### src/rtl/chunk_serial_adder_pkg.sv
// Shared types and helpers for the chunk-serial adder/subtractor.
package chunk_serial_adder_pkg;

    typedef enum logic [1:0] {
        StIdle = 2'd0,
        StRun  = 2'd1,
        StDone = 2'd2
    } state_e;

    // Chunk counter width; at least one bit so NCHUNK=1 still elaborates.
    function automatic int unsigned cnt_width(input int unsigned nchunk);
        return (nchunk <= 1) ? 1 : $clog2(nchunk);
    endfunction

endpackage

### src/rtl/chunk_serial_adder_chunk.sv
// Combinational CHUNK-bit ripple-carry slice built from per-bit full adders.
module adder_chunk #(
    parameter int unsigned CHUNK = 8
) (
    input  logic [CHUNK-1:0] x,
    input  logic [CHUNK-1:0] y,
    input  logic             ci,
    output logic [CHUNK-1:0] s,
    output logic             co,
    output logic             cmsb
);

    always_comb begin
        logic c;
        s    = '0;
        cmsb = 1'b0;
        c    = ci;
        for (int i = 0; i < int'(CHUNK); i++) begin
            if (i == int'(CHUNK) - 1) begin
                cmsb = c;
            end
            s[i] = x[i] ^ y[i] ^ c;
            c    = (x[i] & y[i]) | (c & (x[i] ^ y[i]));
        end
        co = c;
    end

endmodule

### src/rtl/chunk_serial_adder.sv
// Multi-cycle adder/subtractor: WIDTH bits, CHUNK bits per clock, valid/ready on both sides.
// Optional signed-overflow output enabled by CHUNK_SERIAL_ADDER_OVF_EN.
module chunk_serial_adder
    import chunk_serial_adder_pkg::*;
#(
    parameter int unsigned WIDTH = 32,
    parameter int unsigned CHUNK = 8
) (
    input  logic             clk,
    input  logic             rst,
    input  logic             in_valid,
    output logic             in_ready,
    input  logic [WIDTH-1:0] a,
    input  logic [WIDTH-1:0] b,
    input  logic             cin,
    input  logic             sub,
    output logic             out_valid,
    input  logic             out_ready,
    output logic [WIDTH-1:0] sum,
    output logic             cout
`ifdef CHUNK_SERIAL_ADDER_OVF_EN
    ,
    output logic             ovf
`endif
);

    localparam int unsigned NCHUNK = WIDTH / CHUNK;
    localparam int unsigned CW     = cnt_width(NCHUNK);

    if (WIDTH % CHUNK != 0) begin : g_bad_chunk
        $error("chunk_serial_adder: WIDTH must be a multiple of CHUNK");
    end

    state_e           state_q;
    logic [CW-1:0]    cnt_q;
    logic [WIDTH-1:0] a_q;
    logic [WIDTH-1:0] b_q;
    logic             carry_q;

    int unsigned      base;
    logic             last;
    logic [CHUNK-1:0] slice_x;
    logic [CHUNK-1:0] slice_y;
    logic [CHUNK-1:0] slice_s;
    logic             slice_co;
`ifdef CHUNK_SERIAL_ADDER_OVF_EN
    logic             slice_cmsb;
`else
    logic             slice_cmsb_unused;
`endif

    assign base    = int'(cnt_q) * CHUNK;
    assign last    = (cnt_q == CW'(NCHUNK - 1));
    assign slice_x = a_q[base +: CHUNK];
    assign slice_y = b_q[base +: CHUNK];

    adder_chunk #(
        .CHUNK (CHUNK)
    ) u_slice (
        .x    (slice_x),
        .y    (slice_y),
        .ci   (carry_q),
        .s    (slice_s),
        .co   (slice_co),
`ifdef CHUNK_SERIAL_ADDER_OVF_EN
        .cmsb (slice_cmsb)
`else
        .cmsb (slice_cmsb_unused)
`endif
    );

    always_ff @(posedge clk or posedge rst) begin
        if (rst) begin
            state_q   <= StIdle;
            in_ready  <= 1'b1;
            out_valid <= 1'b0;
            sum       <= '0;
            cout      <= 1'b0;
            cnt_q     <= '0;
            carry_q   <= 1'b0;
            a_q       <= '0;
            b_q       <= '0;
`ifdef CHUNK_SERIAL_ADDER_OVF_EN
            ovf       <= 1'b0;
`endif
        end else begin
            unique case (state_q)
                StIdle: begin
                    if (in_valid) begin
                        // Subtract folds into the add as a + ~b + 1.
                        a_q      <= a;
                        b_q      <= sub ? ~b : b;
                        carry_q  <= sub ? 1'b1 : cin;
                        cnt_q    <= '0;
                        sum      <= '0;
                        in_ready <= 1'b0;
                        state_q  <= StRun;
                    end
                end
                StRun: begin
                    sum[base +: CHUNK] <= slice_s;
                    carry_q            <= slice_co;
                    if (last) begin
                        cout      <= slice_co;
`ifdef CHUNK_SERIAL_ADDER_OVF_EN
                        ovf       <= slice_co ^ slice_cmsb;
`endif
                        out_valid <= 1'b1;
                        state_q   <= StDone;
                    end else begin
                        cnt_q <= cnt_q + CW'(1);
                    end
                end
                StDone: begin
                    if (out_ready) begin
                        out_valid <= 1'b0;
                        in_ready  <= 1'b1;
                        state_q   <= StIdle;
                    end
                end
                default: begin
                    out_valid <= 1'b0;
                    in_ready  <= 1'b1;
                    state_q   <= StIdle;
                end
            endcase
        end
    end

endmodule

### config.mk
export PLATFORM = sky130hd
export DESIGN_NAME = chunk_serial_adder
export DESIGN_NICKNAME = d
export VERILOG_FILES = /design/src/rtl/chunk_serial_adder_pkg.sv /design/src/rtl/chunk_serial_adder_chunk.sv /design/src/rtl/chunk_serial_adder.sv
export SDC_FILE = /design/constraint.sdc
export NUM_CORES = 1
export LEC_CHECK = 0
export ABC_AREA = 1
export CORE_UTILIZATION = 49
export DETAILED_ROUTE_END_ITERATION = 8
export GPL_TIMING_DRIVEN = 0
export PLACE_DENSITY_LB_ADDON = 0.15
export SYNTH_ARGS = -nofsm -noshare
export SYNTH_HDL_FRONTEND = slang
export SYNTH_SLANG_ARGS = --single-unit
### constraint.sdc
create_clock -name clk -period 5.04 [get_ports clk]
set_input_delay 1.008 -clock clk [delete_from_list [all_inputs] [get_ports clk]]
set_output_delay 1.008 -clock clk [all_outputs]
set_load 0.005 [all_outputs]
# After elaboration in Yosys (flattened, before gate mapping)
# Cells that the tools add are included.
# word_totals
regBits	104
input_bits	70
elab_cells	94
# classes
addsub	2
n_eq_ne	7
shifts	4
muxes	20
bitwise	43
n_reduce_logical	9
# op_table
cell	count
$mux 32	2
$pmux 32 s2	1
$shiftx 32x6->8	2
$neg 5->34	1
$shift 8x34->32 const A	1
$shiftx 8x34->32	1
$bwmux 32	1
$not 32->32	1
$and 1x1->1	16
$xor 1x1->1	16
$reduce_and 3->1	4
$mux 2	5
$ne 2x2->1 const B	4
$or 1x1->1	8
$mux 1	6
$pmux 1 s3	2
$pmux 2 s3	1
$reduce_and 2->1	3
$eq 2x2->1 const B	2
$pmux 2 s2	1
$add 2x1->2 const B	1
$eq 2x1->1 const B	1
$logic_not 2->1	1
$not 1->1	2
other kinds (2)	2

# Longest topological paths before layout
# logic_depth
ltp_word	20
ltp_mapped	21
mapped_depth_nobuf	19

# By module
# From an unflattened synthesis, not the netlist that was laid out.
# hier_totals
cells_unflattened	589
hier_area_um2	5024.8
# modules_own_cells
module	instances	cells_each	area_each_um2	seq_area_each_um2
chunk_serial_adder	1	571	4827.1	2603.7
adder_chunk	1	18	197.7	0.0

# Least setup slack after synthesis
# Ideal clock, no wire load.
# synth_path
path_kind	reg-to-reg
from	reg cnt_q[0]
to	reg sum[15]
setup_ns	0.117
t_arrival_ns	4.254
required_ns	4.923
path_slack_ns	0.670
path_stages_with_launch	22
path_buffers	2
period_less_slack_ns	4.370
path_cell_list	dfrtp_1 > inv_2 > buf_2 > buf_2 > nand2_1 > nand3_1 > nand2_1 > fa_1 > fa_1 > fa_1 > fa_1 > fa_1 > inv_1 > fa_1 > inv_1 > fa_1 > inv_1 > fa_1 > nand2_1 > nor2_1 > nand2_1 > nand2_1
# synth_between
elab_chain_cells	20
elab_cells_between_ends	44
classes_between	add/sub: 1; shift: 4; mux: 2; bitwise: 37
# synth_lines
element	line	text
start, declared	chunk_serial_adder.sv:35	logic [CW-1:0] cnt_q;
start signal, assigned	chunk_serial_adder.sv:111	cnt_q <= cnt_q + CW'(1);
$shiftx 32x6->8 (on tied branches)	chunk_serial_adder.sv:54, chunk_serial_adder.sv:55	
$xor 1x1->1	chunk_serial_adder_chunk.sv:22, chunk_serial_adder_chunk.sv:23	
$and 1x1->1	chunk_serial_adder_chunk.sv:23	c = (x[i] & y[i]) | (c & (x[i] ^ y[i]));
$or 1x1->1	chunk_serial_adder_chunk.sv:23	
$and 1x1->1	chunk_serial_adder_chunk.sv:23	
$or 1x1->1	chunk_serial_adder_chunk.sv:23	
$and 1x1->1	chunk_serial_adder_chunk.sv:23	
$or 1x1->1	chunk_serial_adder_chunk.sv:23	
(+4 left out)	-	
$and 1x1->1	chunk_serial_adder_chunk.sv:23	
$or 1x1->1	chunk_serial_adder_chunk.sv:23	
$and 1x1->1	chunk_serial_adder_chunk.sv:23	
$or 1x1->1	chunk_serial_adder_chunk.sv:23	
$xor 1x1->1	chunk_serial_adder_chunk.sv:22	s[i] = x[i] ^ y[i] ^ c;
$shiftx 8x34->32	chunk_serial_adder.sv:101	sum[base +: CHUNK] <= slice_s;
$bwmux 32 (*)	chunk_serial_adder.sv:101	
$pmux 32 s2 (*)	chunk_serial_adder.sv:87	unique case (state_q)
end signal, assigned by index	chunk_serial_adder.sv:101	
end, declared	chunk_serial_adder.sv:19	output logic [WIDTH-1:0] sum,
# Mark *: on every way between the ends. The rest lies on a longest branch, timed or not.
# A chain may end at the register's enable or synchronous reset.

# Final worst setup path
# Ends and elaborated chain as after synthesis.

==> qor.yml <==
outcome: "completed"
dp.cells: 907
worstMarginPinSlew_ps: 608
slowest_stage: "dfrtp_1"
combPwrFrac: 0.551
syn_area_per_cell_um2: 8.00
path_max_fanout: 10
drv_cap: 0
final_nets: 864
ant_nets: 0
cts-hold-fix-buffers: 0
cts_tree: "done"
synthesis.nets: 749
power.density_nw_per_um2: 641
crit_buf_inv: 5
num-fill-cells: 914
cp.required_ps: 5300
cp_common_cell: "fa_1"
fin_crit_ps: 4850
routed_wl_um: 13300
slowest_delay_ps: 500
p_seq_frac: 0.329
n_antenna_cell: 0
setup_tns_ps: 0
avgRoutedWirePerCell_um: 14.4
routed_via_density: 5.03
clk_pin_slew_worst_paths_ps: 90
grt_pass1_wl_um: 21900
switching_power_mw: 1.94
grt-ovfl-total: 0
final_cells: 923
h-tree-depth: 3
skew_ps: 15.1
ys_seq_elements: 104
hold_depth: 2
cellLeakagePower_nw: 3.50
grt_util_all_layers: 0.251
grt_antenna_before_repair: 0
hold_viol_final: 0
hold_class: "reg2reg"
slew-limit-headroom: 0.595
syn_inst: 667
yosysWarnings: 0
crit_family: "adder cells"
initial_utilization: 0.512
drtIter0Drc: 208
p_sw_frac: 0.447
layout-drive-gt1-share: 0.0737
ys_seq_area_frac: 0.488
hpwl_um: 10000
p_clk_frac: 0.120
regArea_um2: 2600
critPathCaptureType: "register"
drc: 0
postCtsSetupBuffers: 0
critPathArrivalTime_ps: 5100
vias: 4646
path_depth: 20
cts-root-buf: "clkbuf_8"
rr_worst_depth: 20
path_cells: "clkbuf_4, buf_2, nand2_1, nand3_1, nand2_1, fa_1, fa_1, fa_1, fa_1, fa_1, inv_1, fa_1, inv_1, fa_1, inv_1, fa_1, nand2_1, nor2_1, nand2_1, nand2_1"
setup_viol: 0
rows: 37
ios: 105
clock_latency_ps: 370
place.port_buffers: 103
post-route-util: 0.650
critPathLaunchType: "register"
synth_area_um2: 5330
synthDistinctLibCells: 27
cts_made_buffers: 9
core_area_um2: 10400
cts_buffer_depth: 2
multiInputGateArea_um2: 2380
dr.pass1.iters: 5
die_y_um: 106
drv_slew: 0
irDropWorstVdd_uv: 324
crit_type: "reg2reg"
cts_sinks: 104
grt_pass1_vias: 4630
clock.fmax_ghz: 0.206
gp_congestion: 0.901
fp.dieW_um: 106
die_area_um2: 11300
post-route-period-util: 0.961
grt_max_degree: 61
syn_to_final_growth_pct: 26.9
p_int_mw: 2.40
[flip-flops by register name, indices dropped and copies added (netlist names)]
name and cells:
carry_q 1, cout 1, a_q 32, out_valid 1, sum 32, b_q 32, in_ready 1, state_q 2
cnt_q 2
[logic make-up after synthesis]
family,Yosys count,share of synthesized area
buffers and inverters,58,0.0647
XOR/XNOR,32,0.0525
adder cells (fa/ha/maj),12,0.0394
AND/OR/NAND/NOR,451,0.344
flip-flops,104,0.488
AO/OA/AOI/OAI,10,0.0113
[routing by layer]
metal / vias to the layer above / GRT usage / part of all wire
li1: 2282 / - / -
met2: 136 / 0.448 / 0.53
met1: 2206 / 0.304 / 0.41
met4: 0 / 0.100 / 0.022
met5: - / 0 / 0
met3: 22 / 0.0368 / 0.042
[metrics by stage]
stage          hold slack [ps]  area [µm²]  setup WS (ps)  power (mW)
3_3_place_gp               451        6540          -71.7        3.73
5_1_grt                    500        6770          -12.0        4.69
6_report                   473        6770            195        4.34
3_5_place_dp               460        6570            238        3.79
4_1_cts                    474        6760            233        4.31
2_1_floorplan              444        5330            670        2.93
[area by class of cell]
type,instances,area share
clock inverters,4,0.00795
well taps,136,0.0251
multi-input cells,505,0.352
inverters,23,0.0135
flip-flops and latches,104,0.385
repair buffers,104,0.156
clock buffers,12,0.0214
plain buffers,35,0.0386
[cells in the final DEF, fill, tap and decap left out, types with 4 or more instances in the layout]
cell type and instances:
nand2_1 344, dfrtp_1 103, clkdlybuf4s50_1 103, nand3_1 64
xor2_1 32, nor2_1 27, inv_1 19, buf_2 13
buf_6 10, clkbuf_8 10, fa_1 8, clkbuf_1 7
nor3_1 6, o21ai_0 6, o211ai_1 4, ha_1 4
[worst paths after layout]
path	end	startpoint	slack, ps
setup / recovery	sum[15]	cnt_q[0]	190
setup reg to reg	sum[15]	cnt_q[0]	190
min in group asynchronous	sum[16]	rst	1050
max in group asynchronous	in_ready	rst	3290
hold reg to reg	in_ready	in_ready	470
hold / removal	in_ready	in_ready	470
[synthesized netlist by cell type, drive strengths merged]
library cell	instances	area, µm²
buf	29	230
clkbuf	6	26.3
dfrtp	103	2580
dfstp	1	26.3
fa	8	160
ha	4	50.1
inv	23	88.8
nand2	345	1300
nand3	66	348
nand4	2	12.5
nor2	31	131
nor3	7	40.0
o211ai	4	30.0
o21ai	6	30.0
xor2	32	280
[tightest hold or removal path: stages (launching register included)]
cell and delay [ps]:
dfstp_2 380, nand2_1 60, nand2_1 40
[power by group through the flow]
stage / Combinational (mW) / Sequential, mW / Clock [mW]
finish: 2.39 / 1.43 / 0.521
global route: 2.65 / 1.47 / 0.566
CTS: 2.37 / 1.42 / 0.524
detailed placement: 2.36 / 1.43 / 0
global placement: 2.31 / 1.42 / 0
floorplan: 1.55 / 1.38 / 0
[timing repair]
item | CTS | global route
gates resized for setup | 0 | 2
endpoints found under the setup margin | 0 | 2
endpoints found under the hold margin | 0 | 0
(Power assumes the default switching activity.)
